### config.mk
export PLATFORM = sky130hd
export DESIGN_NAME = bram_stream_reader_flat
export DESIGN_NICKNAME = d
export VERILOG_FILES = /design/src/rtl/bram_pkg.sv /design/src/rtl/bram_stream_reader_if.sv /design/src/rtl/stream_buf2.sv /design/src/rtl/bram_stream_reader.sv /design/src/flat_wrapper.sv
export SDC_FILE = /design/constraint.sdc
export NUM_CORES = 1
export LEC_CHECK = 0
export ABC_AREA = 1
export BUFFER_PORTS_ARGS = -buffer_cell sky130_fd_sc_hd__buf_2
export CORE_MARGIN = 2
export CORE_UTILIZATION = 55
export CTS_CLUSTER_SIZE = 25
export DETAILED_ROUTE_END_ITERATION = 12
export MAX_ROUTING_LAYER = met4
export PLACE_DENSITY = 0.83
export SYNTH_ARGS = -nofsm -noshare
export SYNTH_HDL_FRONTEND = slang
export SYNTH_SLANG_ARGS = --single-unit
export TNS_END_PERCENT = 50
### constraint.sdc
create_clock -name clk_i -period 5.9 [get_ports clk_i]
set_input_delay 0.59 -clock clk_i [delete_from_list [all_inputs] [get_ports clk_i]]
set_output_delay 0.59 -clock clk_i [all_outputs]
set_load 0.01 [all_outputs]
### src/rtl/bram_pkg.sv
// bram_pkg: shared FSM state type and default BRAM widths for the block-RAM slice
package bram_pkg;
  localparam int RAM_WIDTH_D = 8;
  localparam int RAM_ADDR_BITS_D = 10;
  typedef enum logic [1:0] {IDLE, READ, DRAIN, DONE} rd_state_t;
endpackage

### src/rtl/bram_stream_reader_if.sv
// bram_stream_reader_if: valid/ready word stream; master drives data/valid, slave drives ready
interface bram_stream_reader_if #(parameter int W = 8);
  logic [W-1:0] data;
  logic valid;
  logic ready;
  modport master (output data, valid, input ready);
  modport slave (input data, valid, output ready);
endinterface

### src/rtl/stream_buf2.sv
// stream_buf2: 2-entry register FIFO; push_i/din_i in, pop_i/dout_o (head) out, count_o occupancy 0..2
module stream_buf2 #(parameter int W = 8) (
  input  logic clk_i,
  input  logic rst_i,
  input  logic push_i,
  input  logic [W-1:0] din_i,
  input  logic pop_i,
  output logic [W-1:0] dout_o,
  output logic [1:0] count_o
);
  logic [W-1:0] tail;
  logic do_pop, do_push;
  assign do_pop = pop_i && count_o != 2'd0;
  assign do_push = push_i && (count_o != 2'd2 || do_pop);
  always_ff @(posedge clk_i or posedge rst_i)
    if (rst_i) begin
      dout_o <= '0;
      tail <= '0;
      count_o <= '0;
    end else begin
      // head only moves on pop or when a push lands in an empty slot, so it holds while stalled
      if (do_pop && count_o == 2'd2) dout_o <= tail;
      else if (do_push && (count_o == 2'd0 || (count_o == 2'd1 && do_pop))) dout_o <= din_i;
      if (do_push && ((count_o == 2'd1 && !do_pop) || (count_o == 2'd2 && do_pop))) tail <= din_i;
      count_o <= count_o + 2'(do_push) - 2'(do_pop);
    end
endmodule

### src/rtl/bram_stream_reader.sv
// bram_stream_reader: reads len_i words from base_i on one BRAM port and streams them out.
// Ports: clk_i/rst_i; start_i/base_i/len_i command; busy_o/done_o status;
// ram_en_o/ram_we_o/ram_addr_o/ram_data_i BRAM port; m stream master (data/valid/ready).
module bram_stream_reader
  import bram_pkg::*;
#(
  parameter int RAM_WIDTH = RAM_WIDTH_D,
  parameter int RAM_ADDR_BITS = RAM_ADDR_BITS_D,
  parameter int LEN_BITS = RAM_ADDR_BITS + 1
) (
  input  logic clk_i,
  input  logic rst_i,
  input  logic start_i,
  input  logic [RAM_ADDR_BITS-1:0] base_i,
  input  logic [LEN_BITS-1:0] len_i,
  output logic busy_o,
  output logic done_o,
  output logic ram_en_o,
  output logic ram_we_o,
  output logic [RAM_ADDR_BITS-1:0] ram_addr_o,
  input  logic [RAM_WIDTH-1:0] ram_data_i,
  bram_stream_reader_if.master m
);
  rd_state_t state;
  logic [LEN_BITS-1:0] rd_left, wr_left;
  logic [RAM_ADDR_BITS-1:0] addr;
  logic [RAM_WIDTH-1:0] head;
  logic [1:0] count;
  logic inflight, pop;
  assign pop = m.valid && m.ready;
  assign m.valid = count != 2'd0;
  assign m.data = head;
  // a read may issue only if the word it returns is guaranteed a free buffer slot
  assign ram_en_o = state == READ && (3'(count) + 3'(inflight) - 3'(pop)) < 3'd2;
  assign ram_we_o = 1'b0;
  assign ram_addr_o = addr;
  stream_buf2 #(.W(RAM_WIDTH)) u_buf (
    .clk_i(clk_i),
    .rst_i(rst_i),
    .push_i(inflight),
    .din_i(ram_data_i),
    .pop_i(pop),
    .dout_o(head),
    .count_o(count)
  );
  always_ff @(posedge clk_i or posedge rst_i)
    if (rst_i) begin
      state <= IDLE;
      busy_o <= 1'b0;
      done_o <= 1'b0;
      rd_left <= '0;
      wr_left <= '0;
      addr <= '0;
      inflight <= 1'b0;
    end else begin
      inflight <= ram_en_o;
      done_o <= 1'b0;
      if (pop) wr_left <= wr_left - 1'b1;
      case (state)
        IDLE: if (start_i) begin
          addr <= base_i;
          rd_left <= len_i;
          wr_left <= len_i;
          busy_o <= 1'b1;
          state <= len_i != '0 ? READ : DONE;
          done_o <= len_i == '0;
        end
        READ: if (ram_en_o) begin
          addr <= addr + 1'b1;
          rd_left <= rd_left - 1'b1;
          if (rd_left == LEN_BITS'(1)) state <= DRAIN;
        end
        DRAIN: if (!inflight && count == {1'b0, pop} && wr_left == LEN_BITS'(pop)) begin
          state <= DONE;
          done_o <= 1'b1;
        end
        default: begin
          state <= IDLE;
          busy_o <= 1'b0;
        end
      endcase
    end
endmodule

### src/flat_wrapper.sv
// flat-port wrapper written by rule: the top's interface ports become plain ports
module bram_stream_reader_flat import bram_pkg::*;
#(
  parameter int RAM_WIDTH = RAM_WIDTH_D,
  parameter int RAM_ADDR_BITS = RAM_ADDR_BITS_D,
  parameter int LEN_BITS = RAM_ADDR_BITS + 1
)
  (clk_i, rst_i, start_i, base_i, len_i, busy_o, done_o, ram_en_o, ram_we_o, ram_addr_o, ram_data_i, m_data, m_valid, m_ready);
  bram_stream_reader_if #(.W((8))) m_i ();
  input  logic clk_i;
  input  logic rst_i;
  input  logic start_i;
  input  logic [RAM_ADDR_BITS-1:0] base_i;
  input  logic [LEN_BITS-1:0] len_i;
  output logic busy_o;
  output logic done_o;
  output logic ram_en_o;
  output logic ram_we_o;
  output logic [RAM_ADDR_BITS-1:0] ram_addr_o;
  input  logic [RAM_WIDTH-1:0] ram_data_i;
  output wire logic [$bits(m_i.data)-1:0] m_data;
  output wire logic [$bits(m_i.valid)-1:0] m_valid;
  input wire logic [$bits(m_i.ready)-1:0] m_ready;
  assign m_data = m_i.data;
  assign m_valid = m_i.valid;
  assign m_i.ready = m_ready;
  bram_stream_reader #(.RAM_WIDTH(RAM_WIDTH), .RAM_ADDR_BITS(RAM_ADDR_BITS), .LEN_BITS(LEN_BITS)) u_core (.clk_i(clk_i), .rst_i(rst_i), .start_i(start_i), .base_i(base_i), .len_i(len_i), .busy_o(busy_o), .done_o(done_o), .ram_en_o(ram_en_o), .ram_we_o(ram_we_o), .ram_addr_o(ram_addr_o), .ram_data_i(ram_data_i), .m(m_i));
endmodule
==> impl_results.md <==
- Util after Layout: 0.634
- CP delay by family, top: simple AND/OR/NAND/NOR gates
- R2R Setup Slk: 2960 ps
- Max-Cap Viols: 0
- Placer congestion estimate: 0.895
- GRT Util Overall: 0.226
- FP Rows: 28
- Pint: 0.00108 W
- Actual slew at the worst max-slew pin: 694 ps
- Sequential share of power: 0.349
- HPWL after DPL: 5320 um
- Power share of the combinational group: 0.544
- NetSw: 0.00103 W
- Slew headroom: 0.537
- Die Y: 82.1 um
- CTS Buf Count: 5
- Critical path data arrival time: 2640 ps
- Antenna violations before repair: 0
- Asr flop ratio synth: 1.00
- Leak: 1.93 nW
- Clock transition at path regs: 110 ps
- DR DRC count: 0
- Worst path cell trace: inv_1 > nand2_1 > nand2_1 > or2_1 > a21oi_1 > fa_1 > inv_1 > nand3_2 > nor2_1 > buf_2
- Fmax: 310 MHz
- Final hold slack: 438 ps
- Worst Setup SP: u_core.u_buf.count_o[0]$_DFF_PP0_
- Switching share of power: 0.488
- WS Path Type: register to output pin
- Slew Viols, Final: 0
- Seq cells post-synth: 55
- Clock latency at the later pin of the worst-skew pair: 320 ps
- Fin crit share: 0.547
- PwrDens: 561 nW/um^2
- RSZ-0062 raised after global routing: no
- Startpoint Class: register
- N_diodes: 0
- Post-CTS resize count: 0
- Syn Inst Count: 447
- Initial DRC count: 180
- Yosys cell types: 40
- Synthesized area per cell: 7.51 um^2
- Postcts setup bufs: 0
- R2r endpoint: u_core.rd_left[5]$_DFFE_PP0P_
- Critical Path Stages: 10
- Share of cells above drive strength 1: 0.181
- Worst-path maximum fanout: 12
- Slowest stage cell on the critical path: fa_1
- Full die area: 6740 um^2
- Synthesized Nets: 491
- Global route total overflow: 0
- Outcome: finished, final reports clean
- Placed Cells: 565
- DRT antenna net count: 0
- Share of the synthesized area in the top cell type: 0.410
- Clk buf depth: 2
- Fill count: 488
- Min cycle time layout: 3230 ps
- Ys flop type: dfrtp_1
- Setup violations, final: 0
- Pin count of the biggest net entering global routing: 56
- Synth top area cells: dfrtp_1 (41%), nand2_1 (15%), nor2_1 (5.9%)
- Yosys warnings: 0
- Reg2reg path depth: 14
- Wirelength per Cell: 12.8 um
- CTS tree: done
- Slowest stage delay, CP: 440 ps
- Buf+Inv Stages, Crit Path: 3
- Via density: 5.32
- Vias in the first global route: 2580
- Clock group share of total power: 0.106
- Area Growth Syn to Fin: 11.8%
- Initial cell density of the core: 0.567
- Worst VDD drop: 0.000254 V
- Setup TNS: 0 ps
- Clock tree sinks: 55
- Max H-tree Level: 2
- Nets: 541
- Drt total wl: 7310 um
- Clk_skew: 8.07 ps
- Cell Area, Synth: 3360 um^2
- Fin. Hold Viols: 0
- Global-route wire length before repair: 11300 um
- Cts hold-fix bufs: 0
- Die width: 82.1 um
- Detailed Routing Iterations Pass 1: 5
- Reg-to-Reg Start: u_core.u_buf.count_o[0]$_DFF_PP0_
- Leading area contributor after synthesis: dfrtp_1
- Crit end category: output pin
- Root Driver: clkbuf_8
- Via total after detailed routing: 3050
- CP endpoint: ram_en_o
- PortBufs: 54
- Type of the tightest min-delay check: input pin to async pin
- Post-route insts no fill: 573
- Ports: 56
- Worst EP required: 5310 ps
- Core area: 5920 um^2
- Post-synthesis sequential area ratio: 0.410
- Number of flops mapped to enable cells by yosys: 0
## registers in the layout (all words and copies together) (netlist names)
name	cells
u_core.rd_left	11
u_core.wr_left	11
u_core.ram_addr_o	10
u_core.u_buf.dout_o	8
u_core.u_buf.tail	8
u_core.state	2
u_core.u_buf.count_o	2
u_core.busy_o	1
u_core.done_o	1
u_core.inflight	1
## tightest hold or removal path: stages
cell and delay [ps]:
buf_2 100, inv_2 30, buf_4 540
## stage by stage
stage | instance area, um^2 | power [W] | setup slack (ps)
2_1_floorplan | 3360 | 0.00163 | 3400
3_3_place_gp | 3650 | 0.00182 | 3160
3_5_place_dp | 3650 | 0.00188 | 3000
4_1_cts | 3750 | 0.00210 | 2680
5_1_grt | 3750 | 0.00230 | 2520
6_report | 3750 | 0.00210 | 2670
## worst min-delay path by stage
stage / startpoint / endpoint / slack [ps] / depth (start not counted)
2_1_floorplan: u_core.rd_left[7]$_DFFE_PP0P_ / u_core.rd_left[7]$_DFFE_PP0P_ / 470 / 2
3_3_place_gp: u_core.u_buf.tail[6]$_DFFE_PP0P_ / u_core.u_buf.tail[6]$_DFFE_PP0P_ / 490 / 1
3_5_place_dp: u_core.u_buf.tail[6]$_DFFE_PP0P_ / u_core.u_buf.tail[6]$_DFFE_PP0P_ / 490 / 1
4_1_cts: rst_i / u_core.u_buf.tail[0]$_DFFE_PP0P_ / 470 / 3
5_1_grt: rst_i / u_core.u_buf.tail[7]$_DFFE_PP0P_ / 490 / 3
6_report: rst_i / u_core.ram_addr_o[2]$_DFFE_PP0P_ / 440 / 3
## cell type report
class                           count  area [um^2]  share of cell area
Sequential cell                    55         1380               0.367
Inverter                           46          175              0.0467
Clock buffer                        5         68.8              0.0183
Timing Repair Buffer               56          285              0.0761
Multi-Input combinational cell    333         1720               0.460
Clock inverter                      3         27.5             0.00734
Tap cell                           75         93.8              0.0250
## per-layer routing
metal	track usage	wire [um]	vias to the layer above
li1	-	-	1547
met1	0.293	3270	1392
met2	0.364	3500	100
met3	0.0402	432	11
met4	0.0650	99	0
met5	-	0	-
## cells in the mapped netlist (2+ instances only)
master,instances
mux2_2,8
nor2_1,53
or2_2,2
nand2_1,131
ha_1,10
a21oi_1,12
o211ai_1,3
clkbuf_1,4
buf_2,4
buf_6,3
xor2_1,4
nand3_1,35
o21ai_1,12
nand4_1,6
nand2_4,3
xnor2_1,3
inv_1,44
a31oi_1,12
nor2_2,3
o21ai_0,19
dfrtp_1,55
nor3_1,3
## cells by family (layout without fill, tap and decap cells)
logic type,Yosys count,count (layout),share of synthesized area
XOR/XNOR,7,7,0.0183
buffers and inverters,59,110,0.0761
AND/OR/NAND/NOR,243,243,0.315
adder cells (fa/ha/maj),11,11,0.0433
other,1,1,0.00112
flip-flops,55,55,0.410
multiplexers,8,8,0.0268
AO/OA/AOI/OAI,63,63,0.110
## layout by cell type, fill, tap and decap left out, types with 4 or more instances in the layout
cell	netlist	routed
xor2_1	4	4
a21oi_1	12	12
o21ai_1	12	12
nand3_1	35	35
ha_1	10	10
buf_2	4	54
nand4_1	6	6
mux2_2	8	8
inv_1	44	43
clkbuf_8	0	5
dfrtp_1	55	55
nand2_1	131	131
nor2_1	53	53
a31oi_1	12	12
o21ai_0	19	19
## power groups by stage
stage               clock, W  combinational (W)  sequential [W]
floorplan                  0           0.000893        0.000734
global route        0.000244            0.00129        0.000760
finish              0.000224            0.00114        0.000735
detailed placement         0            0.00114        0.000736
CTS                 0.000227            0.00114        0.000731
global placement           0            0.00109        0.000730
No activity file was read; power rests on OpenSTA's default activity.
